**src/rtl/reg_write_arbiter_pkg.sv**
```systemverilog
// Shared types and defaults for the latch-bank write arbiter and its round-robin picker.
package reg_write_arbiter_pkg;

  localparam int unsigned DEF_N = 4;
  localparam int unsigned DEF_W = 8;

  typedef enum logic [1:0] {
    IDLE  = 2'b00,
    WRITE = 2'b01,
    ACK   = 2'b10,
    CLEAR = 2'b11
  } state_e;

  // Index width for an N-entry vector, never narrower than one bit.
  function automatic int unsigned idx_width(input int unsigned n);
    return (n > 1) ? $clog2(n) : 1;
  endfunction

endpackage

```
**src/rtl/reg_write_arbiter_rr_pick.sv**
```systemverilog
// Combinational round-robin picker: first set req bit searching upward from ptr+1, wrapping mod N.
module reg_write_arbiter_rr_pick
  import reg_write_arbiter_pkg::*;
#(
  parameter int unsigned N  = DEF_N,
  parameter int unsigned IW = idx_width(N)
) (
  input  logic [N-1:0]  req,
  input  logic [IW-1:0] ptr,
  output logic [N-1:0]  win,
  output logic [IW-1:0] win_idx,
  output logic          any
);

  logic [IW-1:0] idx;

  always_comb begin
    win     = '0;
    win_idx = '0;
    any     = 1'b0;
    idx     = '0;
    for (int unsigned k = 1; k <= N; k++) begin
      idx = IW'((32'(ptr) + k) % N);
      if (!any && req[idx]) begin
        any      = 1'b1;
        win_idx  = idx;
        win[idx] = 1'b1;
      end
    end
  end

endmodule

```
**src/rtl/reg_write_arbiter.sv**
```systemverilog
// Round-robin write arbiter sequencing a level-sensitive latch bank: grant/data, one-cycle enable, then ack.
module reg_write_arbiter
  import reg_write_arbiter_pkg::*;
#(
  parameter int unsigned N = DEF_N,
  parameter int unsigned W = DEF_W
) (
  input  logic           clk,
  input  logic           reset,
  input  logic [N-1:0]   req,
  input  logic [N*W-1:0] data_in,
  input  logic           clr,
  output logic [N-1:0]   grant,
  output logic [N-1:0]   ack,
  output logic           clr_ack,
  output logic [W-1:0]   latch_en,
  output logic [W-1:0]   latch_d,
  output logic           latch_clr,
  output logic           busy
);

  localparam int unsigned IW = idx_width(N);

  state_e        state_q, state_d;
  logic [IW-1:0] ptr_q, ptr_d;
  logic [N-1:0]  grant_q, grant_d;
  logic [N-1:0]  ack_q, ack_d;
  logic          clr_ack_q, clr_ack_d;
  logic          latch_en_q, latch_en_d;
  logic [W-1:0]  latch_d_q, latch_d_d;
  logic          latch_clr_q, latch_clr_d;
  logic          busy_q, busy_d;

  logic [N-1:0]  win;
  logic [IW-1:0] win_idx;
  logic          any;
  logic [W-1:0]  sel_data;

  reg_write_arbiter_rr_pick #(.N(N), .IW(IW)) u_pick (
    .req     (req),
    .ptr     (ptr_q),
    .win     (win),
    .win_idx (win_idx),
    .any     (any)
  );

  // Winner's data lane, selected by the one-hot win vector.
  always_comb begin
    sel_data = '0;
    for (int unsigned i = 0; i < N; i++) begin
      if (win[i]) sel_data = data_in[i*W +: W];
    end
  end

  always_comb begin
    state_d     = state_q;
    ptr_d       = ptr_q;
    grant_d     = grant_q;
    latch_d_d   = latch_d_q;
    ack_d       = '0;
    clr_ack_d   = 1'b0;
    latch_en_d  = 1'b0;
    latch_clr_d = 1'b0;
    unique case (state_q)
      IDLE: begin
        if (clr) begin
          state_d     = CLEAR;
          latch_clr_d = 1'b1;
          clr_ack_d   = 1'b1;
        end else if (any) begin
          state_d    = WRITE;
          grant_d    = win;
          latch_d_d  = sel_data;
          ptr_d      = win_idx;
          latch_en_d = 1'b1;
        end
      end
      WRITE: begin
        state_d = ACK;
        ack_d   = grant_q;
      end
      ACK: begin
        state_d = IDLE;
        grant_d = '0;
      end
      CLEAR: state_d = IDLE;
      default: state_d = IDLE;
    endcase
    busy_d = (state_d != IDLE);
  end

  always_ff @(posedge clk or posedge reset) begin
    if (reset) begin
      state_q     <= IDLE;
      ptr_q       <= IW'(N - 1);
      grant_q     <= '0;
      ack_q       <= '0;
      clr_ack_q   <= 1'b0;
      latch_en_q  <= 1'b0;
      latch_d_q   <= '0;
      latch_clr_q <= 1'b0;
      busy_q      <= 1'b0;
    end else begin
      state_q     <= state_d;
      ptr_q       <= ptr_d;
      grant_q     <= grant_d;
      ack_q       <= ack_d;
      clr_ack_q   <= clr_ack_d;
      latch_en_q  <= latch_en_d;
      latch_d_q   <= latch_d_d;
      latch_clr_q <= latch_clr_d;
      busy_q      <= busy_d;
    end
  end

  assign grant     = grant_q;
  assign ack       = ack_q;
  assign clr_ack   = clr_ack_q;
  assign latch_en  = {W{latch_en_q}};
  assign latch_d   = latch_d_q;
  assign latch_clr = latch_clr_q;
  assign busy      = busy_q;

endmodule

```
**config.mk**
```make
export PLATFORM = sky130hd
export DESIGN_NAME = reg_write_arbiter
export DESIGN_NICKNAME = d
export VERILOG_FILES = /design/src/rtl/reg_write_arbiter_pkg.sv /design/src/rtl/reg_write_arbiter_rr_pick.sv /design/src/rtl/reg_write_arbiter.sv
export SDC_FILE = /design/constraint.sdc
export NUM_CORES = 1
export LEC_CHECK = 0
export CAP_MARGIN = 20
export CELL_PAD_IN_SITES_DETAIL_PLACEMENT = 1
export CELL_PAD_IN_SITES_GLOBAL_PLACEMENT = 1
export CORE_UTILIZATION = 36
export CTS_CLUSTER_SIZE = 30
export DETAILED_ROUTE_END_ITERATION = 6
export PLACE_DENSITY_LB_ADDON = 0.08
export SYNTH_ARGS = -nofsm -noshare
export SYNTH_HDL_FRONTEND = slang
export SYNTH_SLANG_ARGS = --single-unit
```
**constraint.sdc**
```tcl
create_clock -name clk -period 7.4 [get_ports clk]
set_input_delay 1.48 -clock clk [delete_from_list [all_inputs] [get_ports clk]]
set_output_delay 1.48 -clock clk [all_outputs]
set_load 0.01 [all_outputs]
```
# After elaboration in Yosys (flattened, before gate mapping)
# Index checks and enable logic that the tools add are counted.
# Widths: inputs -> output; s select.
# word_totals
reg_bits	23
elab_cells	89
output_inout_bits	27
inputBits	39
# op_classes
reduce_logical	16
muxes	44
n_bitwise	4
n_addsub	4
eq_ne	5
magnitude_cmp	8
# ops
op	count
$mux 8	4
$mux 4	7
$mux 1	17
$lt 2x3->1 const B	4
$mux 2	6
$or 4x4->4	3
$bmux 1 s2	4
$demux 1 s2	4
$ge 2x1->1 const B	4
$pmux 4 s2	1
$logic_and 1x1->1	7
$pmux 2 s3	1
$reduce_and 3->1	2
$add 2x1->2 const B	2
$add 2x2->2 const B	2
$eq 2x2->1 const B	2
$ne 2x2->1 const B	2
$reduce_bool 2->1	2
$logic_not 1->1	3
$eq 2x1->1 const B	1
$logic_not 2->1	1
$reduce_or 2->1	1
$not 1->1	1

# Depth between registers and ports, before layout
# logic_depth
word_depth	17
depth_mapped	12
ltp_nobuf	8

# Hierarchy
# Synthesis repeated with hierarchy kept, for this count alone.
# hier_totals
cells_unflattened	191
area_unflattened_um2	1734.2
# modules_own_cells
module	area_per_inst_um2	cells_per_inst	n_inst
reg_write_arbiter	1208.7	123	1
reg_write_arbiter_rr_pick	525.5	68	1

# Worst setup path before layout
# Ideal clock, no wire load.
# synth_path
kind	input to register
startpoint	input req[0]
endpoint	register latch_d_q[0] (netlist: latch_d[0])
path_stages	8
slack_ps	4084
path_buffers	2
setup_time_ps	126
arrival_time_ps	3190
t_required_ps	7274
path_cell_list	buf_6 -> mux4_2 -> nor2b_1 -> a221o_1 -> a21o_1 -> buf_6 -> a211oi_1 -> a21oi_1
# synth_between
elab_chain_len	16
# synth_lines
element	line_no	source
start, declared	reg_write_arbiter.sv:10	input logic [N-1:0] req,
$bmux 1 s2	reg_write_arbiter_rr_pick.sv:24	if (!any && req[idx]) begin
$mux 1 (not written as such)	reg_write_arbiter_rr_pick.sv:24	
$mux 1	reg_write_arbiter_rr_pick.sv:24	
$logic_not 1->1	reg_write_arbiter_rr_pick.sv:24	
$logic_and 1x1->1	reg_write_arbiter_rr_pick.sv:24	
$mux 1	reg_write_arbiter_rr_pick.sv:24	
$logic_not 1->1	reg_write_arbiter_rr_pick.sv:24	
$logic_and 1x1->1	reg_write_arbiter_rr_pick.sv:24	
$mux 1	reg_write_arbiter_rr_pick.sv:24	
$logic_not 1->1	reg_write_arbiter_rr_pick.sv:24	
$logic_and 1x1->1	reg_write_arbiter_rr_pick.sv:24	
$mux 4	reg_write_arbiter_rr_pick.sv:24	
$mux 8 (4 in a row)	reg_write_arbiter.sv:51	if (win[i]) sel_data = data_in[i*W +: W];
end signal, assigned	reg_write_arbiter.sv:110	latch_d_q <= latch_d_d;
end, declared	reg_write_arbiter.sv:30	logic [W-1:0] latch_d_q, latch_d_d;
# Parallel ways exist; a longest one is shown, timed or not. The select of a mux whose other input is x is not followed.
# A chain may end at the register's enable or synchronous reset.

# Worst setup path after layout
# layout_path
startpoint	input req[2]
endpoint	register latch_d_q[5] (netlist: latch_d[5])
# The elaborated chain is that of the path after synthesis.

==> impl_metrics.yaml <==
sta:
  fmax_ghz: 0.241
  relSlewSlack_pct: 41.0
  slew_violations: 0
  min_period_ns: 4.16
  worst_slack_ns: 3.24
  setup_viol: 0
  hold_violations: 0
  tightest_slew_ns: 0.883
  fin_crit_sh_pct: 56.2
  clock-skew-final_ns: 0.00121
  rsz0062_at_grt: "no"
  fin_setup_tns_ns: 0
run_status:
  status: "finished clean"
synth:
  ys_ff_latch: 23
  synth_edf_count: 0
  synth_flop_cell: "dfrtp_1"
  synth_area_um2: 1890
  synth_cells: 211
  synthArstFlopShare_pct: 100
  netlist.area_leader.share_pct: 27.8
  synth_area_leaders: "dfrtp_1, ha_1, a21oi_1, mux4_2, o21ai_0"
  yosysTopAreaCell: "dfrtp_1"
  yosysSeqAreaShare_pct: 30.6
  synth_fp_nets: 258
  ys_warn_count: 0
  syn_avg_cell_area_um2: 8.97
  synth.distinct_cells: 44
global_routing:
  globalRouteOverflowTotal: 0
  grt_max_degree: 25
  grt_pass1_vias: 1718
  grt_use_total_pct: 19.8
  grt_antenna_before_repair: 0
  grt_pass1_wl_um: 8330
clock_network:
  cts_buffers: 3
  cts_tree: "done"
  clockBufferDepth: 2
  clock_tree.root_cell: "clkbuf_8"
  htreeDepth: 1
  clk_pin_slew_ns: 0.09
  clk_latency_ns: 0.27
  postCtsResizedCells: 0
  cts_setup_buffers: 0
  holdBufCountCts: 0
  clock-sinks: 23
route:
  wirelength_um: 5200
  antenna_left: 0
  drt_drc_violations_left: 0
  drtPass1Iterations: 4
  wl_per_cell_um: 15.9
  drt_iter0_drc: 69
  vias_per_cell: 5.33
  vias: 1744
critical_path:
  crit_path_end_kind: "flop"
  slowest_delay_ns: 0.67
  worstSetupStartpointType: "input port"
  path_buf_inv: 2
  crit_family: "simple AND/OR/NAND/NOR gates"
  worstSetupPathType: "in -> reg"
  worstSetupStartpoint: "req[2]"
  cp.required_ns: 7.56
  cp_data_arrival_time_ns: 4.32
  cp_max_fo: 24
  reg2reg_from: "ptr_q[0]$_DFFE_PP1P_"
  slowest_stage: "or4_1"
  worstPathCellList: "clkdlybuf4s50_1 > or4_1 > nand2_1 > inv_1 > and2_0 > a21oi_1 > a21oi_1"
  cp_common_cell: "a21oi_1"
floorplan:
  rows: 26
  die-area_um2: 5550
  die_h_um: 74.5
  die_w_um: 74.5
  ioPinCount: 66
  core_um2: 5070
  initial_utilization_pct: 37.3
worst_hold_path:
  hp-start: "grant[1]$_DFFE_PP0P_"
  min_path_type: "reg -> reg"
placed_design:
  place_congestion: 0.794
  io_buffers: 65
  dp_hpwl_um: 3890
  post-place-ws_ns: 2.97
  placed_cells: 323
  placed_area_um2: 2460
pwr:
  ir_drop_v: 0.000267
  leakage_nw: 1.00
  p_per_area_nw_per_um2: 380
cells_and_area:
  final_net_count: 305
  final_area_um2: 2510
  drive_gt1_share_pct: 7.39
  regArea_um2: 578
  syn2layout_area_growth_pct: 32.8
  stdcell_count: 327
  num-fill-cells: 609
  layout_common_cells: "clkdlybuf4s50_1, dfrtp_1, a21oi_1, o21ai_0"
  final_common_cell: "clkdlybuf4s50_1"
  diodes: 0
  multi_input_area_um2: 1090
  final_util_pct: 49.5
flow_run:
  drv_cap: 0
power by group:
group / internal [W] / switching, W / leakage [nW]
Sequential: 0.000170 / 0.0000507 / 0.300
Clock: 0.0000382 / 0.0000455 / 0.0217
Combinational: 0.000282 / 0.000369 / 0.682
Total: 0.000490 / 0.000466 / 1.00
state kept, by name, summed over array words and instances, names as in the netlist:
register / count
busy: 1
ack: 4
grant: 4
latch_clr: 1
latch_en_q: 1
state_q: 2
ptr_q: 2
latch_d: 8
routing by layer:
layer  global-route usage [%]  share of wire [%]  vias to the layer above
li1                         -                  -                      844
met1                     26.5                 46                      850
met2                     33.0                 48                       44
met3                     2.03                4.6                        6
met4                     7.13                1.6                        0
met5                        0                  0                        -
metrics by stage:
stage                     hold slack, ns  power (W)
after floorplan                    0.482   0.000735
after global placement             0.501   0.000866
after detailed placement           0.507   0.000875
after CTS                          0.528   0.000961
after global routing               0.546    0.00104
final                              0.520   0.000956
layout make-up:
cell class	instances	area share (%)
multi-input cells	149	43.3
clock inverters	1	0.299
repair buffers	65	25.9
flip-flops and latches	23	23.0
well taps	70	3.49
inverters	16	2.39
clock buffers	3	1.64
synthesized netlist by cell type (all sizes together) (3+ instances only):
| cell type | instances |
|---|---|
| a211oi | 9 |
| a21oi | 19 |
| and2 | 7 |
| buf | 19 |
| clkbuf | 4 |
| dfrtp | 21 |
| ha | 8 |
| inv | 16 |
| mux2i | 4 |
| mux4 | 4 |
| nand2 | 16 |
| nand2b | 3 |
| nand3 | 4 |
| nand3b | 11 |
| nor2 | 9 |
| nor2b | 4 |
| o21ai | 18 |
| o31ai | 9 |
worst paths after layout:
path                                               end  slack, ns  cells after the start
worst min register to register        ack[1]$_DFF_PP0_       0.52                      1
min in group asynchronous       latch_d[2]$_DFFE_PP0P_       1.68                      2
worst min-delay path                  ack[1]$_DFF_PP0_       0.52                      1
worst max-delay path            latch_d[5]$_DFFE_PP0P_       3.24                      7
worst max register to register  latch_d[1]$_DFFE_PP0P_       3.66                      8
max in group asynchronous       latch_d[5]$_DFFE_PP0P_       5.17                      2
cells by family after synthesis:
| group | synth area share (%) |
|---|---|
| AOI/OAI and AO/OA | 26.9 |
| and+or+nand+nor | 17.9 |
| buffers and inverters | 12.0 |
| DFF | 30.6 |
| muxes | 6.88 |
| adders and majority gates | 5.29 |
| xor gates and xnor gates | 0.463 |
worst reg2reg max path: stages (launching register included):
cell,delay [ns]
dfstp_2,0.77
inv_1,0.22
ha_1,0.52
mux4_2,0.60
a211oi_1,0.25
a221o_1,0.49
and2_0,0.51
a21oi_1,0.13
a21oi_1,0.16
(Power assumes the default switching activity.)
